==> src/rtl/alu_pkg.sv <==
// -----------------------------------------------------------------------------
// alu_pkg
// Shared definitions for the ALU execute-to-writeback result stage.
//   - ALU op codes as produced on the ALU control bus
//   - bit positions inside the 4-bit {N, Z, C, V} flag vector
//   - state encoding of the two-entry result stage
//   - helper to recognise a multiply-accumulate op
// -----------------------------------------------------------------------------
package alu_pkg;

    localparam logic [3:0] OP_ADD = 4'b0000;
    localparam logic [3:0] OP_SUB = 4'b0001;
    localparam logic [3:0] OP_AND = 4'b0010;
    localparam logic [3:0] OP_OR  = 4'b0011;
    localparam logic [3:0] OP_MAC = 4'b0100;

    localparam int FLAG_N = 3;
    localparam int FLAG_Z = 2;
    localparam int FLAG_C = 1;
    localparam int FLAG_V = 0;

    // EMPTY: no entry held; ONE: main slot valid; FULL: main and skid valid
    typedef enum logic [1:0] {
        ST_EMPTY = 2'd0,
        ST_ONE   = 2'd1,
        ST_FULL  = 2'd2
    } stage_state_e;

    function automatic logic is_mac(input logic [3:0] op);
        return op == OP_MAC;
    endfunction

endpackage

==> src/rtl/alu_stage_slot.sv <==
// -----------------------------------------------------------------------------
// alu_stage_slot
// One load-enabled entry register {result, flags, rd} with synchronous,
// active-high reset. Used as both the main and the skid slot of the stage.
//
// Ports
//   clk        clock, state changes on rising edge
//   rst        synchronous active-high reset, clears the entry to zero
//   load_i     capture result_i/flags_i/rd_i at the next edge
//   result_i   entry result in
//   flags_i    entry flags in, {N, Z, C, V}
//   rd_i       entry destination register in
//   result_o   held result
//   flags_o    held flags
//   rd_o       held destination register
// -----------------------------------------------------------------------------
module alu_stage_slot
    import alu_pkg::*;
#(
    parameter int DATA_W = 32,
    parameter int RD_W   = 5
) (
    input  logic              clk,
    input  logic              rst,
    input  logic              load_i,
    input  logic [DATA_W-1:0] result_i,
    input  logic [3:0]        flags_i,
    input  logic [RD_W-1:0]   rd_i,
    output logic [DATA_W-1:0] result_o,
    output logic [3:0]        flags_o,
    output logic [RD_W-1:0]   rd_o
);

    logic [DATA_W-1:0] result_q;
    logic [3:0]        flags_q;
    logic [RD_W-1:0]   rd_q;

    always_ff @(posedge clk) begin
        if (rst) begin
            result_q <= '0;
            flags_q  <= '0;
            rd_q     <= '0;
        end else if (load_i) begin
            result_q <= result_i;
            flags_q  <= flags_i;
            rd_q     <= rd_i;
        end
    end

    assign result_o = result_q;
    assign flags_o  = flags_q;
    assign rd_o     = rd_q;

endmodule

==> src/rtl/alu_result_stage.sv <==
// -----------------------------------------------------------------------------
// alu_result_stage
// Execute-to-writeback stage behind the 32-bit ALU. Captures result, flags
// and destination register through valid/ready, using a main slot plus a skid
// slot so that in_ready can be a register while still sustaining one entry
// per cycle. Also holds the MAC accumulator that feeds the ALU Accumulator
// input.
//
// state | meaning
// ------+--------------------------------------------------
// EMPTY | nothing held, out_valid low
// ONE   | main slot holds the head entry
// FULL  | main holds head, skid holds the next; inputs stalled
//
// Build option: ALU_STAGE_MAC_EN
//   defined   -> accumulator register, MAC capture and acc_clr implemented
//   undefined -> no accumulator flops, acc_value tied to 0, acc_clr ignored,
//                MAC entries flow through as plain results
//
// Ports
//   clk           clock
//   rst           synchronous active-high reset, discards both slots
//   in_valid      ALU result presented
//   in_ready      stage can accept (registered)
//   in_result     ALU result
//   in_flags      {Negative, Zero, Carry, OverFlow}
//   in_alu_ctrl   op code that produced in_result
//   in_rd         destination register
//   acc_clr       clear accumulator, independent of the handshake
//   out_valid     head entry available
//   out_ready     downstream accepts the head entry
//   out_result    head entry result
//   out_flags     head entry flags
//   out_rd        head entry destination
//   acc_value     accumulator, drives ALU Accumulator
//   status_flags  flags of the most recently accepted entry
// -----------------------------------------------------------------------------
module alu_result_stage
    import alu_pkg::*;
#(
    parameter int DATA_W = 32,
    parameter int RD_W   = 5
) (
    input  logic              clk,
    input  logic              rst,
    input  logic              in_valid,
    output logic              in_ready,
    input  logic [DATA_W-1:0] in_result,
    input  logic [3:0]        in_flags,
    input  logic [3:0]        in_alu_ctrl,
    input  logic [RD_W-1:0]   in_rd,
    input  logic              acc_clr,
    output logic              out_valid,
    input  logic              out_ready,
    output logic [DATA_W-1:0] out_result,
    output logic [3:0]        out_flags,
    output logic [RD_W-1:0]   out_rd,
    output logic [DATA_W-1:0] acc_value,
    output logic [3:0]        status_flags
);

    stage_state_e state_q, state_d;
    logic         in_ready_q;
    logic [3:0]   status_q;

    logic accept;
    logic pop;
    logic main_load;
    logic skid_load;
    logic main_from_skid;

    logic [DATA_W-1:0] skid_result;
    logic [3:0]        skid_flags;
    logic [RD_W-1:0]   skid_rd;

    logic [DATA_W-1:0] main_result_d;
    logic [3:0]        main_flags_d;
    logic [RD_W-1:0]   main_rd_d;

    assign out_valid = (state_q != ST_EMPTY);
    assign accept    = in_valid & in_ready_q;
    assign pop       = out_valid & out_ready;

    always_comb begin
        state_d        = state_q;
        main_load      = 1'b0;
        skid_load      = 1'b0;
        main_from_skid = 1'b0;
        case (state_q)
            ST_EMPTY: begin
                if (accept) begin
                    state_d   = ST_ONE;
                    main_load = 1'b1;
                end
            end
            ST_ONE: begin
                if (accept && pop) begin
                    main_load = 1'b1;
                end else if (accept) begin
                    state_d   = ST_FULL;
                    skid_load = 1'b1;
                end else if (pop) begin
                    state_d = ST_EMPTY;
                end
            end
            ST_FULL: begin
                // in_ready is low here, so only a pop can move the state
                if (pop) begin
                    state_d        = ST_ONE;
                    main_load      = 1'b1;
                    main_from_skid = 1'b1;
                end
            end
            default: begin
                state_d = ST_EMPTY;
            end
        endcase
    end

    always_comb begin
        if (main_from_skid) begin
            main_result_d = skid_result;
            main_flags_d  = skid_flags;
            main_rd_d     = skid_rd;
        end else begin
            main_result_d = in_result;
            main_flags_d  = in_flags;
            main_rd_d     = in_rd;
        end
    end

    // in_ready is derived from the next state so it is valid the cycle after
    // the transition without a combinational path from out_ready.
    always_ff @(posedge clk) begin
        if (rst) begin
            state_q    <= ST_EMPTY;
            in_ready_q <= 1'b1;
            status_q   <= '0;
        end else begin
            state_q    <= state_d;
            in_ready_q <= (state_d != ST_FULL);
            if (accept) begin
                status_q <= in_flags;
            end
        end
    end

    assign in_ready     = in_ready_q;
    assign status_flags = status_q;

    alu_stage_slot #(
        .DATA_W (DATA_W),
        .RD_W   (RD_W)
    ) u_main (
        .clk      (clk),
        .rst      (rst),
        .load_i   (main_load),
        .result_i (main_result_d),
        .flags_i  (main_flags_d),
        .rd_i     (main_rd_d),
        .result_o (out_result),
        .flags_o  (out_flags),
        .rd_o     (out_rd)
    );

    alu_stage_slot #(
        .DATA_W (DATA_W),
        .RD_W   (RD_W)
    ) u_skid (
        .clk      (clk),
        .rst      (rst),
        .load_i   (skid_load),
        .result_i (in_result),
        .flags_i  (in_flags),
        .rd_i     (in_rd),
        .result_o (skid_result),
        .flags_o  (skid_flags),
        .rd_o     (skid_rd)
    );

`ifdef ALU_STAGE_MAC_EN
    logic [DATA_W-1:0] acc_q;

    // Clear wins over a same-cycle MAC capture; the MAC entry itself is
    // queued through the slots regardless.
    always_ff @(posedge clk) begin
        if (rst) begin
            acc_q <= '0;
        end else if (acc_clr) begin
            acc_q <= '0;
        end else if (accept && is_mac(in_alu_ctrl)) begin
            acc_q <= in_result;
        end
    end

    assign acc_value = acc_q;
`else
    logic unused_mac_inputs;

    assign unused_mac_inputs = ^{acc_clr, in_alu_ctrl};
    assign acc_value         = '0;
`endif

endmodule
==> config.mk <==
export PLATFORM = sky130hd
export DESIGN_NAME = alu_result_stage
export DESIGN_NICKNAME = d
export VERILOG_FILES = /design/src/rtl/alu_pkg.sv /design/src/rtl/alu_stage_slot.sv /design/src/rtl/alu_result_stage.sv
export SDC_FILE = /design/constraint.sdc
export NUM_CORES = 1
export LEC_CHECK = 0
export ABC_AREA = 1
export ABC_CLOCK_PERIOD_IN_PS = 1600
export BUFFER_PORTS_ARGS = -buffer_cell sky130_fd_sc_hd__clkbuf_2
export CAP_MARGIN = 30
export CORE_AREA = 2 2 87 106
export DETAILED_ROUTE_END_ITERATION = 12
export DIE_AREA = 0 0 89 108
export GPL_TIMING_DRIVEN = 1
export PLACE_DENSITY = 0.79
export SLEW_MARGIN = 20
export SYNTH_ARGS = -nofsm -noshare
export SYNTH_HDL_FRONTEND = slang
export SYNTH_SLANG_ARGS = --single-unit
export TNS_END_PERCENT = 1
==> constraint.sdc <==
create_clock -name clk -period 1.6 [get_ports clk]
set_input_delay 0.16 -clock clk [delete_from_list [all_inputs] [get_ports clk]]
set_output_delay 0.16 -clock clk [all_outputs]
set_load 0.02 [all_outputs]
### After elaboration in Yosys (flattened, before gate mapping)

Index checks and enable logic that the tools add are counted.

| cells by class | value |
|---|---|
| equal/unequal tests | 3 |
| muxes and demuxes | 16 |
| bitwise logic cells | 2 |
| reductions and logical operators | 3 |

Operators by type and width:

| cell | number |
|---|---|
| $mux W32 | 1 |
| $mux W2 | 5 |
| $mux W1 | 6 |
| $pmux W2 S3 | 1 |
| $mux W5 | 1 |
| $mux W4 | 1 |
| $pmux W1 S3 | 1 |
| $and A1 B1 Y1 | 2 |
| $eq A2 B1 Y1 const B | 1 |
| $eq A2 B2 Y1 const B | 1 |
| $logic_not A2 Y1 | 1 |
| $ne A2 B2 Y1 const B | 1 |
| $reduce_bool A2 Y1 | 1 |
| $logic_and A1 B1 Y1 | 1 |

| storage, ports and cells | value |
|---|---|
| register bits | 89 |
| input bits | 50 |
| output and inout port bits | 79 |

### Depth between registers and ports, before layout

| depth | value |
|---|---|
| word-level depth | 7 |
| depth in mapped cells | 9 |
| depth with buffers taken out | 7 |

### Hierarchy

Synthesis repeated with hierarchy kept, for this count alone.

| second synthesis, totals | value |
|---|---|
| cell total of the unflattened synthesis | 727 |
| area, all modules | 4658.2 um2 |

Modules (own cells, without submodules):

| module | instances | cells each | area an instance (um2) | sequential area each (um2) |
|---|---|---|---|---|
| alu_stage_slot | 2 | 260 | 1700.4 | 820.8 |
| alu_result_stage | 1 | 207 | 1257.5 | 140.1 |

### Worst setup path after synthesis

Ideal clock, no wire load.

| timing | value |
|---|---|
| path kind | reg-to-reg |
| start point | reg in_ready_q (netlist: in_ready) |
| end point | reg u_skid.result_q[21] (netlist: u_skid.result_o[21]) |
| data arrival time | 1.139 ns |
| required time | 1.484 ns |
| slack | 0.345 ns |
| stages on the path, launching flop included | 7 |
| buffers on the path | 1 |
| clock period less this slack | 1.255 ns |
| cell sequence | dfxtp_1 > nand2_2 > nor2_4 > nand2_4 > buf_2 > o21ai_0 > nor2_1 |

| on the way | value |
|---|---|
| word-level cells in the longest chain between the ends | 4 |

RTL lines:

| element | line | source |
|---|---|---|
| start, declared | alu_result_stage.sv:63 | `logic in_ready_q;` |
| start signal, assigned | alu_result_stage.sv:141 | `in_ready_q <= (state_d != ST_FULL);` |
| $and A1 B1 Y1 * | alu_result_stage.sv:81 | `assign accept = in_valid & in_ready_q;` |
| $mux W1 / $logic_and A1 B1 Y1 (equally long branches) | alu_result_stage.sv:99, alu_result_stage.sv:97 |  |
| $mux W1 * | alu_result_stage.sv:97 | `if (accept && pop) begin` |
| $mux W1 * | alu_result_stage.sv:89 | `case (state_q)` |
| end signal, assigned | alu_stage_slot.sv:44 | `result_q <= result_i;` |
| end, declared | alu_stage_slot.sv:34 | `logic [DATA_W-1:0] result_q;` |

Every way passes the cells marked *; elsewhere a longest branch is shown, timed or not.
A chain may end at the register's enable or synchronous reset.

### Final worst setup path

| timing | value |
|---|---|
| start point | reg state_q[0] |
| end point | reg u_main.result_q[24] (netlist: u_main.result_o[24]) |

| on the way | value |
|---|---|
| word-level cells in the longest chain between the ends | 5 |

RTL lines:

| element | line | source |
|---|---|---|
| start, declared | alu_result_stage.sv:62 | `stage_state_e state_q, state_d;` |
| start signal, assigned | alu_result_stage.sv:140 | `state_q <= state_d;` |
| $reduce_bool A2 Y1 | alu_result_stage.sv:80 | `assign out_valid = (state_q != ST_EMPTY);` |
| $and A1 B1 Y1 | alu_result_stage.sv:82 | `assign pop = out_valid & out_ready;` |
| $logic_and A1 B1 Y1 / $mux W1 (equally long branches) | alu_result_stage.sv:97, alu_result_stage.sv:108 |  |
| $mux W1 (on tied branches) | alu_result_stage.sv:97, alu_result_stage.sv:89 |  |
| $pmux W1 S3 / $mux W32 (equally long branches) | alu_result_stage.sv:89, alu_result_stage.sv:121 |  |
| end signal, assigned | alu_stage_slot.sv:44 |  |
| end, declared | alu_stage_slot.sv:34 |  |

Parallel ways exist; a longest one is shown, timed or not.

==> results.sh <==
export IMPL_status="finished clean"
export IMPL_mostFrequentLayoutCell="nor2_1"
export IMPL_nets=782
export IMPL_place_ws_ns=0.151
export IMPL_diodes=0
export IMPL_max_freq_ghz=0.711
export IMPL_setup_tns_ns=0
export IMPL_postSynthCellCount=658
export IMPL_grt_pass1_vias=3734
export IMPL_clock_sinks=89
export IMPL_first_iter_violations=339
export IMPL_irDropWorstVdd_uv=479
export IMPL_cts_clk_slew_worst_paths_ns=0.08
export IMPL_power_frac_seq_pct=48.7
export IMPL_grt_overflow=0
export IMPL_die_height_um=108
export IMPL_antenna_found_initial=0
export IMPL_h_tree_depth=3
export IMPL_gr_usage_all_layers_pct=22.9
export IMPL_synth_seq_cells=89
export IMPL_fin_util_pct=58.6
export IMPL_via_count=4184
export IMPL_ys_types=19
export IMPL_root_buffer="clkbuf_8"
export IMPL_cts_made_buffers=9
export IMPL_cts_resized=0
export IMPL_cts_buffer_depth=2
export IMPL_dieWidth_um=89
export IMPL_place_inst=838
export IMPL_coreArea_um2=8520
export IMPL_core_rowCount=37
export IMPL_power_switching_w=0.00159
export IMPL_routabilityCongestion=0.793
export IMPL_cts_tree="done"
export IMPL_dr_pass1_iters=5
export IMPL_power_density_nw_per_um2=1020
export IMPL_initial_core_util_pct=51.3
export IMPL_worstSkewPairLatency_ns=0.37
export IMPL_num_fill_cells=847
export IMPL_syn_avg_cell_area_um2=6.64
export IMPL_required_ns=1.91
export IMPL_switching_share_pct=31.4
export IMPL_skew_ns=0.00515
export IMPL_arrival_ns=1.71
export IMPL_drive_above_1_share_pct=19.1
export IMPL_cts_setup_buffers=0
export IMPL_drc=0
export IMPL_drt_wl_total_mm=10.5
export IMPL_worst_setup_path_type="flop to flop"
export IMPL_ant_nets=0
export IMPL_hold_class="primary input to flop"
export IMPL_slew_viol_final=0
export IMPL_hpwl_mm=7.06
export IMPL_p_leak_nw=2.56
export IMPL_grt_pass1_wl_mm=17.2
export IMPL_wire_per_inst_um=12.3
export IMPL_die_area_um2=9610
export IMPL_yosys_warnings=0
export IMPL_netlist_area_um2=4370
export IMPL_layoutNonFillerInstCount=854
export IMPL_critPathMaxFanout=25
export IMPL_grt_max_degree=62
export IMPL_p_int_w=0.00347
export IMPL_startpoint_type="flop"
export IMPL_p_clk_share_pct=29.9
export IMPL_hold_buffers=0
export IMPL_area_growth_pct=14.1
export IMPL_port_buffers=91
export IMPL_cap_violations=0
export IMPL_setup_violations=0
export IMPL_yosysSeqAreaShare_pct=40.8
export IMPL_fin_crit_sh_pct=87.9
export IMPL_layout_setup_ws_ns=0.194
export IMPL_power_frac_comb_pct=21.4
export IMPL_endpoint_kind="flop"
export IMPL_period_needed_ns=1.41
export IMPL_place_area_um2=4790
export IMPL_hold_violations=0
export IMPL_fin_area_um2=4990
export IMPL_rsz0062_at_grt="no"
export IMPL_avgViaCountPerCell=4.90
export IMPL_num_io_pins=129
export IMPL_final_cell_mix="nor2_1, nand2_1, clkbuf_2, dfxtp_1, inv_1"
==> state kept, by name, summed over array words and instances, names as in the netlist <==
name / count
u_skid.rd_o: 5
u_main.result_o: 32
state_q: 2
u_skid.flags_o: 4
in_ready: 1
u_main.flags_o: 4
u_main.rd_o: 5
u_skid.result_o: 32
status_flags: 4
==> area by class of cell <==
class                   instances  area, um2  share of cell area [%]
clock buffers                  15        186                    3.74
clock inverters                 1       7.51                   0.150
inverters                      49        184                    3.69
multi-input cells             472       2030                    40.8
flip-flops and latches         89       1780                    35.7
well taps                     117        146                    2.93
repair buffers                111        647                    13.0
==> per-layer routing <==
metal	GRT usage, %	routed length, um
met2	36.6	5060
met3	4.81	698
met5	0	0
met4	11.7	271
met1	28.9	4480
==> critical path, stage by stage, from the launching register on <==
cell	delay, ns
dfxtp_1	0.39
inv_2	0.10
buf_4	0.17
nand2_1	0.06
nand2_1	0.06
nand2_2	0.06
buf_4	0.29
nor2_1	0.09
nor2_1	0.12
==> cells by family after synthesis <==
logic type	count (synthesis)	share of synthesized area, %
AOI/OAI and AO/OA	49	5.61
buffers and inverters	128	15.5
DFF	89	40.8
other	1	0.0858
and+or+nand+nor	391	38.0
==> worst paths after layout <==
kind                   startpoint                  end  slack [ns]  cells after the start
setup / recovery       state_q[0]  u_main.result_o[24]        0.19                      8
hold / removal      in_result[26]  u_skid.result_o[26]        0.05                      3
hold reg to reg   status_flags[1]      status_flags[1]        0.49                      2
setup reg to reg       state_q[0]  u_main.result_o[24]        0.19                      8
==> synth_stat cells <==
| cell | n | share of area [%] |
|---|---|---|
| nor2_4 | 1 | 0.26 |
| a21oi_1 | 1 | 0.11 |
| inv_2 | 5 | 0.43 |
| nand2_4 | 1 | 0.26 |
| conb_1 | 1 | 0.086 |
| buf_2 | 26 | 3.0 |
| nand3_2 | 1 | 0.23 |
| nand2_1 | 125 | 11 |
| clkbuf_1 | 8 | 0.69 |
| nand2_2 | 6 | 0.86 |
| o21ai_1 | 7 | 0.80 |
| buf_1 | 1 | 0.086 |
| dfxtp_1 | 89 | 41 |
| buf_4 | 44 | 7.6 |
| nor2_1 | 173 | 15 |
| nand4_1 | 42 | 6.0 |
| inv_1 | 44 | 3.8 |
| nand3_1 | 42 | 4.8 |
| o21ai_0 | 41 | 4.7 |
==> stage by stage <==
step	hold slack (ns)	total power [W]
floorplan	0.295	0.00334
global placement	0.418	0.00358
detailed placement	0.427	0.00361
CTS	0.0400	0.00509
global route	0.0629	0.00532
finish	0.0522	0.00507
==> power groups by stage <==
stage	Combinational (W)	Clock, W	Sequential, W
floorplan	0.000687	0	0.00265
global placement	0.00107	0	0.00251
detailed placement	0.00109	0	0.00252
CTS	0.00109	0.00153	0.00247
global route	0.00123	0.00161	0.00249
finish	0.00109	0.00151	0.00247
Power figures use the tool's default switching activity.
